$ cat src/rtl/interrupt_scheduler_if.sv
// Request/instruction bundle between the input pins, the frame divider and the CPU.
// The scheduler sits on the slave side of this interface.
interface interrupt_scheduler_if;
   logic        frame_tick;
   logic        jump_key;
   logic        restart_req;
   logic        frame_en;
   logic [31:0] interrupt_instruction;
   logic        irq_busy;
   logic [1:0]  irq_source;
   logic [7:0]  dropped_count;

   modport master (
      output frame_tick, jump_key, restart_req, frame_en,
      input  interrupt_instruction, irq_busy, irq_source, dropped_count
   );

   modport slave (
      input  frame_tick, jump_key, restart_req, frame_en,
      output interrupt_instruction, irq_busy, irq_source, dropped_count
   );
endinterface

$ cat src/rtl/interrupt_scheduler.sv
// Injects restart/jump/frame instructions into the CPU one at a time, each followed by a holdoff.
// Optional jump_key debounce filter is enabled with `define DEBOUNCE_EN.
module interrupt_scheduler #(
   parameter logic [31:0] RESTART_INSTR   = 32'h0800_0003,
   parameter logic [31:0] JUMP_INSTR      = 32'h0800_0002,
   parameter logic [31:0] FRAME_INSTR     = 32'h0800_0001,
   parameter int unsigned HOLDOFF_CYCLES  = 8,
   parameter int unsigned DEBOUNCE_CYCLES = 16
) (
   input  logic                  clk,
   input  logic                  reset,
   interrupt_scheduler_if.slave  bus
);

   if (HOLDOFF_CYCLES > 255) begin : g_bad_holdoff
      $error("HOLDOFF_CYCLES out of range 0..255");
   end
   if (DEBOUNCE_CYCLES < 1 || DEBOUNCE_CYCLES > 65535) begin : g_bad_debounce
      $error("DEBOUNCE_CYCLES out of range 1..65535");
   end

   typedef enum logic [1:0] {StIdle, StIssue, StHoldoff} state_e;

   state_e      state_q, state_d;
   logic [7:0]  cnt_q, cnt_d;
   logic [31:0] instr_q, instr_d;
   logic        busy_q, busy_d;
   logic [1:0]  src_q, src_d;
   logic [7:0]  drop_q, drop_d;
   logic [2:0]  prev_q, prev_d;   // {restart, jump, frame}
   logic [2:0]  pend_q, pend_d;
   logic [2:0]  req, clr, coal;
   logic [9:0]  drop_sum;
   logic        jump_lvl;

`ifdef DEBOUNCE_EN
   logic [15:0] deb_cnt_q, deb_cnt_d;
   logic        jump_filt_q, jump_filt_d;

   // Filtered level follows the raw key only after DEBOUNCE_CYCLES consecutive differing samples.
   always_comb begin
      deb_cnt_d   = '0;
      jump_filt_d = jump_filt_q;
      if (bus.jump_key != jump_filt_q) begin
         if (deb_cnt_q == 16'(DEBOUNCE_CYCLES - 1)) begin
            jump_filt_d = bus.jump_key;
         end else begin
            deb_cnt_d = deb_cnt_q + 16'd1;
         end
      end
   end

   always_ff @(posedge clk) begin
      if (reset) begin
         deb_cnt_q   <= '0;
         jump_filt_q <= 1'b1;
      end else begin
         deb_cnt_q   <= deb_cnt_d;
         jump_filt_q <= jump_filt_d;
      end
   end

   assign jump_lvl = jump_filt_q;
`else
   assign jump_lvl = bus.jump_key;
`endif

   assign prev_d = {bus.restart_req, jump_lvl, bus.frame_tick};
   assign req[0] = bus.frame_tick & ~prev_q[0] & bus.frame_en;
   assign req[1] = jump_lvl & ~prev_q[1];
   assign req[2] = bus.restart_req & ~prev_q[2];

   always_comb begin
      state_d = state_q;
      cnt_d   = cnt_q;
      instr_d = '0;
      busy_d  = busy_q;
      src_d   = src_q;
      clr     = '0;
      unique case (state_q)
         StIdle: begin
            busy_d = 1'b0;
            if (|pend_q) begin
               state_d = StIssue;
               busy_d  = 1'b1;
               if (pend_q[2]) begin
                  clr     = 3'b100;
                  instr_d = RESTART_INSTR;
                  src_d   = 2'd3;
               end else if (pend_q[1]) begin
                  clr     = 3'b010;
                  instr_d = JUMP_INSTR;
                  src_d   = 2'd2;
               end else begin
                  clr     = 3'b001;
                  instr_d = FRAME_INSTR;
                  src_d   = 2'd1;
               end
            end
         end
         StIssue: begin
            if (HOLDOFF_CYCLES == 0) begin
               state_d = StIdle;
               busy_d  = 1'b0;
            end else begin
               state_d = StHoldoff;
               cnt_d   = 8'(HOLDOFF_CYCLES - 1);
               busy_d  = 1'b1;
            end
         end
         StHoldoff: begin
            if (cnt_q == 8'd0) begin
               state_d = StIdle;
               busy_d  = 1'b0;
            end else begin
               cnt_d = cnt_q - 8'd1;
            end
         end
         default: state_d = StIdle;
      endcase
   end

   // A request landing on the cycle its flag is consumed re-arms the flag rather than coalescing.
   assign pend_d   = (pend_q & ~clr) | req;
   assign coal     = req & pend_q & ~clr;
   assign drop_sum = {2'b00, drop_q} + 10'(coal[0]) + 10'(coal[1]) + 10'(coal[2]);
   assign drop_d   = (drop_sum > 10'd255) ? 8'hFF : drop_sum[7:0];

   always_ff @(posedge clk) begin
      if (reset) begin
         state_q <= StIdle;
         cnt_q   <= '0;
         instr_q <= '0;
         busy_q  <= 1'b0;
         src_q   <= '0;
         drop_q  <= '0;
         prev_q  <= 3'b111;
         pend_q  <= '0;
      end else begin
         state_q <= state_d;
         cnt_q   <= cnt_d;
         instr_q <= instr_d;
         busy_q  <= busy_d;
         src_q   <= src_d;
         drop_q  <= drop_d;
         prev_q  <= prev_d;
         pend_q  <= pend_d;
      end
   end

   assign bus.interrupt_instruction = instr_q;
   assign bus.irq_busy              = busy_q;
   assign bus.irq_source            = src_q;
   assign bus.dropped_count         = drop_q;

endmodule
$ cat src/flat_wrapper.sv
// flat-port wrapper written by rule: the top's interface ports become plain ports
module interrupt_scheduler_flat 
#(
   parameter logic [31:0] RESTART_INSTR   = 32'h0800_0003,
   parameter logic [31:0] JUMP_INSTR      = 32'h0800_0002,
   parameter logic [31:0] FRAME_INSTR     = 32'h0800_0001,
   parameter int unsigned HOLDOFF_CYCLES  = 8,
   parameter int unsigned DEBOUNCE_CYCLES = 16
)
  (clk, reset, bus_frame_tick, bus_jump_key, bus_restart_req, bus_frame_en, bus_interrupt_instruction, bus_irq_busy, bus_irq_source, bus_dropped_count);
  interrupt_scheduler_if bus_i ();
  input  logic clk;
  input  logic reset;
  input wire logic [$bits(bus_i.frame_tick)-1:0] bus_frame_tick;
  input wire logic [$bits(bus_i.jump_key)-1:0] bus_jump_key;
  input wire logic [$bits(bus_i.restart_req)-1:0] bus_restart_req;
  input wire logic [$bits(bus_i.frame_en)-1:0] bus_frame_en;
  output wire logic [$bits(bus_i.interrupt_instruction)-1:0] bus_interrupt_instruction;
  output wire logic [$bits(bus_i.irq_busy)-1:0] bus_irq_busy;
  output wire logic [$bits(bus_i.irq_source)-1:0] bus_irq_source;
  output wire logic [$bits(bus_i.dropped_count)-1:0] bus_dropped_count;
  assign bus_i.frame_tick = bus_frame_tick;
  assign bus_i.jump_key = bus_jump_key;
  assign bus_i.restart_req = bus_restart_req;
  assign bus_i.frame_en = bus_frame_en;
  assign bus_interrupt_instruction = bus_i.interrupt_instruction;
  assign bus_irq_busy = bus_i.irq_busy;
  assign bus_irq_source = bus_i.irq_source;
  assign bus_dropped_count = bus_i.dropped_count;
  interrupt_scheduler #(.RESTART_INSTR(RESTART_INSTR), .JUMP_INSTR(JUMP_INSTR), .FRAME_INSTR(FRAME_INSTR), .HOLDOFF_CYCLES(HOLDOFF_CYCLES), .DEBOUNCE_CYCLES(DEBOUNCE_CYCLES)) u_core (.clk(clk), .reset(reset), .bus(bus_i));
endmodule
$ cat config.mk
export PLATFORM = sky130hd
export DESIGN_NAME = interrupt_scheduler_flat
export DESIGN_NICKNAME = d
export VERILOG_FILES = /design/src/rtl/interrupt_scheduler_if.sv /design/src/rtl/interrupt_scheduler.sv /design/src/flat_wrapper.sv
export SDC_FILE = /design/constraint.sdc
export NUM_CORES = 1
export LEC_CHECK = 0
export BUFFER_PORTS_ARGS = -buffer_cell sky130_fd_sc_hd__buf_2
export CAP_MARGIN = 30
export CORE_ASPECT_RATIO = 0.6
export CORE_UTILIZATION = 52
export DETAILED_ROUTE_END_ITERATION = 16
export PLACE_DENSITY_LB_ADDON = 0.25
export REMOVE_ABC_BUFFERS = 1
export SLEW_MARGIN = 0
export SYNTH_ARGS = -nofsm -noshare
export SYNTH_HDL_FRONTEND = slang
export SYNTH_SLANG_ARGS = --single-unit
$ cat constraint.sdc
create_clock -name clk -period 5.95 [get_ports clk]
set_input_delay 0.595 -clock clk [delete_from_list [all_inputs] [get_ports clk]]
set_output_delay 0.595 -clock clk [all_outputs]
set_load 0.01 [all_outputs]
==> impl_metrics.tcl, run 1 <==
set metrics [dict create \
    status "completed" \
    synth_flop_cell "dfxtp_1" \
    overflow 0 \
    via_per_inst 5.215 \
    grt_max_degree 25 \
    endpoint_kind "flip-flop" \
    syn2layout_area_growth_pct 4.578 \
    worst_pin_slew_ns 0.5254 \
    place_inst 282 \
    route.met3.wl_um 221 \
    crit_start "u_core.state_q[0]" \
    hold_depth 2 \
    p_leak_nw 0.8179 \
    dr_wl_met2_um 1394 \
    cts_buffers 5 \
    clk_pin_slew_ns 0.06 \
    whs_endpoint "u_core.bus.irq_source[1]" \
    regToRegSetupSlack_ns 2.86 \
    critPathArrivalTime_ns 3.24 \
    cts-htree-levels 2 \
    postCtsHoldBufs 0 \
    finalNetCount 261 \
    io_pins 49 \
    clock_skew_ns 0.004468 \
    num_vias 1502 \
    synth.area.top_cells "dfxtp_1 (31%), buf_4 (12%), ha_1 (6.5%)" \
    drt_iter0_markers 104 \
    cts_root_buf "clkbuf_8" \
    synth_top_area_frac 0.3139 \
    dpl.hpwl_um 2610 \
    initial_core_util 0.5655 \
    coreArea_um2 3383 \
    clockBufferDepth 2 \
    cp.required_ns 6.10 \
    finalNonFillerCells 288 \
    hold_violations 0 \
    cts.sinks 30 \
    clock.fmax_mhz 323.8 \
    slew_violations 0 \
    cts-resized-gates 0 \
    num_rows 16 \
    timing.rr.start "u_core.state_q[0]" \
    synthArstFlopShare 0 \
    relSlewSlack 0.6490 \
    antenna_found_initial 0 \
    fillers 310 \
    post-cts-setup-buffer-count 0 \
    drc 0 \
    reg2reg_depth 13 \
    yosysTopAreaCell "dfxtp_1" \
    grt_pass1_vias 1280 \
    gp_congestion 0.9208 \
    io_buffers 19 \
    top_layer_used "met4" \
    reg2reg_to "u_core.bus.dropped_count[5]" \
    power_density_nw_per_um2 222.8 \
    path_max_fanout 9 \
    routedWlPerCell_um 12.61 \
    post-route-period-util 0.5191 \
    yosysWarnings 0 \
    timing.final.crit_period_ns 3.088 \
    synth-edff-count 0 \
    fin_tns_setup_ns 0 \
    syn_inst 227 \
    grt_usage 0.2103 \
    diodes 0 \
    fp.dieH_um 48.99 \
    ys_seq_elements 30 \
    die-area_um2 3934 \
    chipWidth_um 80.31 \
    drv_cap 0 \
    ys_seq_area_frac 0.3139 \
    tritoncts "yes" \
    ys_types 49 \
    vdd_ir_drop_max_uv 133.6 \
    clk_latency_ns 0.28 \
    ant_nets 0 \
    min_from "u_core.bus.irq_source[1]" \
    grt_setup_unrepaired "false" \
    drtPass1Iterations 4 \
    synth.avg_cell_area_um2 8.428 \
    m1WireLength_um 1970 \
    hp-class "reg2reg" \
    grt_pass1_wl_um 6203 \
    setup_viol 0 \
    start_kind "flip-flop" \
    netlist_area_um2 1913 \
    synth_commonest_cells "buf_4 (30), dfxtp_1 (30), a21oi_1 (18), nor2_1 (18), inv_1 (12)" \
    finalWirelength_um 3633 \
    drive_gt1_frac 0.1605 \
    worst-setup-path-type "reg2reg" \
]
metal layers:
metal,up-vias,GRT usage
li1,755,-
met1,681,0.3279
met2,59,0.2678
met3,7,0.06542
met4,0,0.06250
met5,-,0
worst max-delay path, stage by stage, from the launching register on:
cell,delay (ns)
dfxtp_1,0.33
inv_1,0.09
ha_1,0.32
nand2b_1,0.13
o21ai_0,0.21
nor2_1,0.11
ha_1,0.29
inv_1,0.05
fa_1,0.45
or3b_2,0.47
a21oi_1,0.15
o21ai_0,0.11
xnor2_1,0.16
a21oi_1,0.08
sequential cells by signal (all words and copies together) (netlist names):
register	count
u_core.bus.interrupt_instruction	3
u_core.bus.dropped_count	8
u_core.pend_q	3
u_core.state_q	2
u_core.prev_q	3
u_core.bus.irq_source	2
u_core.bus.irq_busy	1
u_core.cnt_q	8
power breakdown:
part / internal [mW] / switching [mW]
registers: 0.212 / 0.00919
clock network: 0.0889 / 0.0709
logic: 0.0252 / 0.0395
final cells by class:
class	count	area (um^2)	share of cell area
Multi-Input combinational cell	175	1114	0.5566
Sequential cell	30	600.6	0.3002
Clock buffer	6	82.58	0.04128
Inverter	12	45.04	0.02251
Timing Repair Buffer	20	102.6	0.05128
Tap cell	45	56.30	0.02814
logic make-up (layout without fill, tap and decap cells):
kind of cell / after synthesis / count (layout) / share of synthesized area
mux: 2 / 2 / 0.01112
buf+inv: 50 / 38 / 0.1589
flops: 30 / 30 / 0.3139
simple gates: 78 / 78 / 0.2446
other cells: 1 / 29 / 0.001960
compound gates: 43 / 43 / 0.1387
xor+xnor: 12 / 12 / 0.05494
fa+ha+maj: 11 / 11 / 0.07587
stage by stage:
stage,setup WS (ns),area [um^2],util,hold slack (ns),power [mW]
3_3_place_gp,2.985,1911,0.5647,0.4407,0.2872
6_report,2.862,2001,0.5913,0.4670,0.4458
2_1_floorplan,3.188,1759,-,0.4567,0.2722
5_1_grt,2.549,2001,0.5913,0.4935,0.4707
4_1_cts,2.875,2001,0.5913,0.4655,0.4507
3_5_place_dp,2.920,1918,0.5669,0.4641,0.2884
cells in the final DEF (no fill, tap or decap), types with 2 or more instances in the layout:
cell | synthesis | final
o211ai_1 | 2 | 2
conb_1 | 1 | 29
nand3_1 | 5 | 5
nor3_1 | 7 | 7
buf_2 | 3 | 19
nor2_1 | 18 | 18
nor2b_1 | 7 | 7
inv_1 | 12 | 12
nand4b_1 | 2 | 2
a21boi_0 | 2 | 2
a21oi_1 | 18 | 18
o21ai_0 | 8 | 8
a211oi_1 | 2 | 2
ha_1 | 10 | 10
xnor2_1 | 5 | 5
nand2_1 | 7 | 7
clkbuf_8 | 0 | 6
nor4_1 | 2 | 2
nor4_2 | 2 | 2
dfxtp_1 | 30 | 30
nand2b_1 | 5 | 5
o22ai_1 | 2 | 2
and3b_1 | 3 | 3
and4_1 | 2 | 2
xor2_1 | 7 | 7
nand3b_1 | 5 | 5
or2_2 | 4 | 4
how the worst max path moves through the flow:
| stage | endpoint | slack, ns | depth (start not counted) |
|---|---|---|---|
| finish | u_core.bus.dropped_count[5] | 2.86 | 13 |
| global route | u_core.bus.dropped_count[5] | 2.55 | 13 |
| CTS | u_core.bus.dropped_count[5] | 2.87 | 13 |
| detailed placement | u_core.bus.dropped_count[5] | 2.92 | 13 |
| global placement | u_core.bus.dropped_count[5] | 2.98 | 13 |
| floorplan | u_core.bus.dropped_count[5] | 3.19 | 13 |
No activity file was read; power rests on OpenSTA's default activity.
==> run 2: changes to the inputs <==
Settings changed: CORE_UTILIZATION 52 to 48.
Clock period 5.95 ns to 2.65 ns, I/O delays scaled along.
==> run 2 against run 1 <==
Effect of this change: sequential power rose by 120%; register-to-register slack worse by 2.7 ns; utilization up 0.32 points; global-route usage fell by 2.5 points; critical path depth rose by 1; non-clock buffer count is 20 higher; total power grew 130%; hold slack worse by 0.28 ns; final cell count rose by 8.3%; worst setup slack worse by 2.7 ns; flip-flop and latch count unchanged; clock power rose by 130%; largest power group unchanged.
==> impl_metrics.tcl, run 2 (synthesis gave the netlist of run 1 again) <==
set metrics [dict create \
    gp_congestion 0.9122 \
    grt_pass1_wl_um 6092 \
    path_delay_family "adder cells" \
    drt_iter0_markers 50 \
    hp-class "in2reg" \
    clockBufferDepth 2 \
    overflow 0 \
    grt_pass1_vias 1281 \
    crit_top_cell "inv_1" \
    clk_pin_slew_ns 0.06 \
    max_stage_delay_ns 0.37 \
    finalNetCount 281 \
    cp.required_ns 2.79 \
    tritoncts "yes" \
    clock_skew_ns 0.006025 \
    grt_max_degree 25 \
    start_kind "flip-flop" \
    drc 0 \
    cts-htree-levels 2 \
    post-route-period-util 0.9544 \
    vdd_ir_drop_max_uv 333.2 \
    ant_nets 0 \
    clock.fmax_mhz 395.4 \
    finalWirelength_um 3800 \
    coreArea_um2 3744 \
    slew_violations 0 \
    timing.final.crit_period_ns 2.529 \
    worst-path-buf-inv 4 \
    initial_core_util 0.5110 \
    crit_path_cell_trace "inv_2 > ha_4 > nand2b_4 > o21ai_2 > nor2_1 > ha_1 > inv_1 > fa_2 > inv_1 > ha_1 > inv_1 > a221oi_4 > and4bb_2 > nor4_2" \
    grt_usage 0.1854 \
    setup_viol 0 \
    drive_gt1_frac 0.2717 \
    layout_common_cells "conb_1 (29), dfxtp_1 (29), buf_4 (21), buf_2 (19), nor2_1 (18)" \
    num_rows 17 \
    io_pins 49 \
    clk_latency_ns 0.28 \
    syn2layout_area_growth_pct 16.35 \
    via_per_inst 5.022 \
    crit_slowest_cell "fa_2" \
    diodes 0 \
    fin_area_um2 2226 \
    power_density_nw_per_um2 467.5 \
    endpoint_kind "flip-flop" \
    fillers 330 \
    p_leak_nw 0.9399 \
    cts.sinks 30 \
    place_inst 302 \
    chipWidth_um 83.50 \
    fin_tns_setup_ns 0 \
    io_buffers 19 \
    routedWlPerCell_um 12.18 \
    postCtsHoldBufs 0 \
    worst-setup-path-type "reg2reg" \
    critPathArrivalTime_ns 2.67 \
    finalNonFillerCells 312 \
    hold_violations 0 \
    dpl.hpwl_um 2775 \
    cts_buffers 5 \
    placed_area_um2 2056 \
    fp.dieH_um 50.90 \
    path_max_fanout 4 \
    status "completed" \
    die-area_um2 4250 \
    cts_root_buf "clkbuf_8" \
    num_vias 1567 \
    antenna_found_initial 0 \
    drtPass1Iterations 4 \
    drv_cap 0 \
]
run 2: area by class of cell:
cell class	instances	area, um^2	area share
inverters	12	45.04	0.02024
clock buffers	7	86.33	0.03879
flip-flops and latches	30	601.8	0.2704
clock inverters	1	5.005	0.002248
multi-input cells	175	1176	0.5284
well taps	47	58.81	0.02642
repair buffers	40	252.7	0.1135
run 2: worst paths after layout:
check	start	endpoint	slack, ns	cells past startpoint
setup / recovery	u_core.state_q[0]	u_core.bus.dropped_count[6]	0.12	14
hold / removal	bus_jump_key	u_core.prev_q[1]	0.19	2
setup reg to reg	u_core.state_q[0]	u_core.bus.dropped_count[6]	0.12	14
hold reg to reg	u_core.bus.irq_source[1]	u_core.bus.irq_source[1]	0.46	2
run 2: repair_timing:
item                                    in CTS  in global routing
endpoints found under the setup margin       6                  8
setup buffers                                0                  2
pin swaps                                    2                  4
gates resized for setup                      4                 14
run 2: stage by stage:
stage / power [mW] / utilization / hold slack, ns / setup WS (ns)
finish: 1.041 / 0.5946 / 0.1877 / 0.1208
global route: 1.102 / 0.5946 / 0.1756 / -0.008130
CTS: 1.041 / 0.5752 / 0.1792 / 0.008896
detailed placement: 0.6616 / 0.5491 / 0.4514 / -0.08764
global placement: 0.6599 / 0.5491 / 0.4418 / -0.04471
floorplan: 0.6112 / - / 0.3341 / -0.1117
run 2: metal layers:
metal  vias to the layer above  routed length, um  track usage
li1                        795                  -            -
met1                       724               2117       0.2783
met2                        48               1474       0.2541
met3                         0                209      0.05654
met4                         0                  0      0.04520
met5                         -                  0            0
run 2: where the power goes:
group	switching [mW]	total, mW	internal (mW)	leakage [nW]
Clock	0.166	0.376	0.209	0.0482
Combinational	0.0952	0.169	0.0742	0.647
Sequential	0.0193	0.496	0.476	0.244
run 2: worst reg2reg max path, stage by stage, from the launching register on:
cell and delay [ns]:
dfxtp_2 0.32, inv_2 0.07, ha_4 0.14, nand2b_4 0.06, o21ai_2 0.15, nor2_1 0.08
ha_1 0.28, inv_1 0.05, fa_2 0.37, inv_1 0.08, ha_1 0.14, inv_1 0.06
a221oi_4 0.27, and4bb_2 0.28, nor4_2 0.05
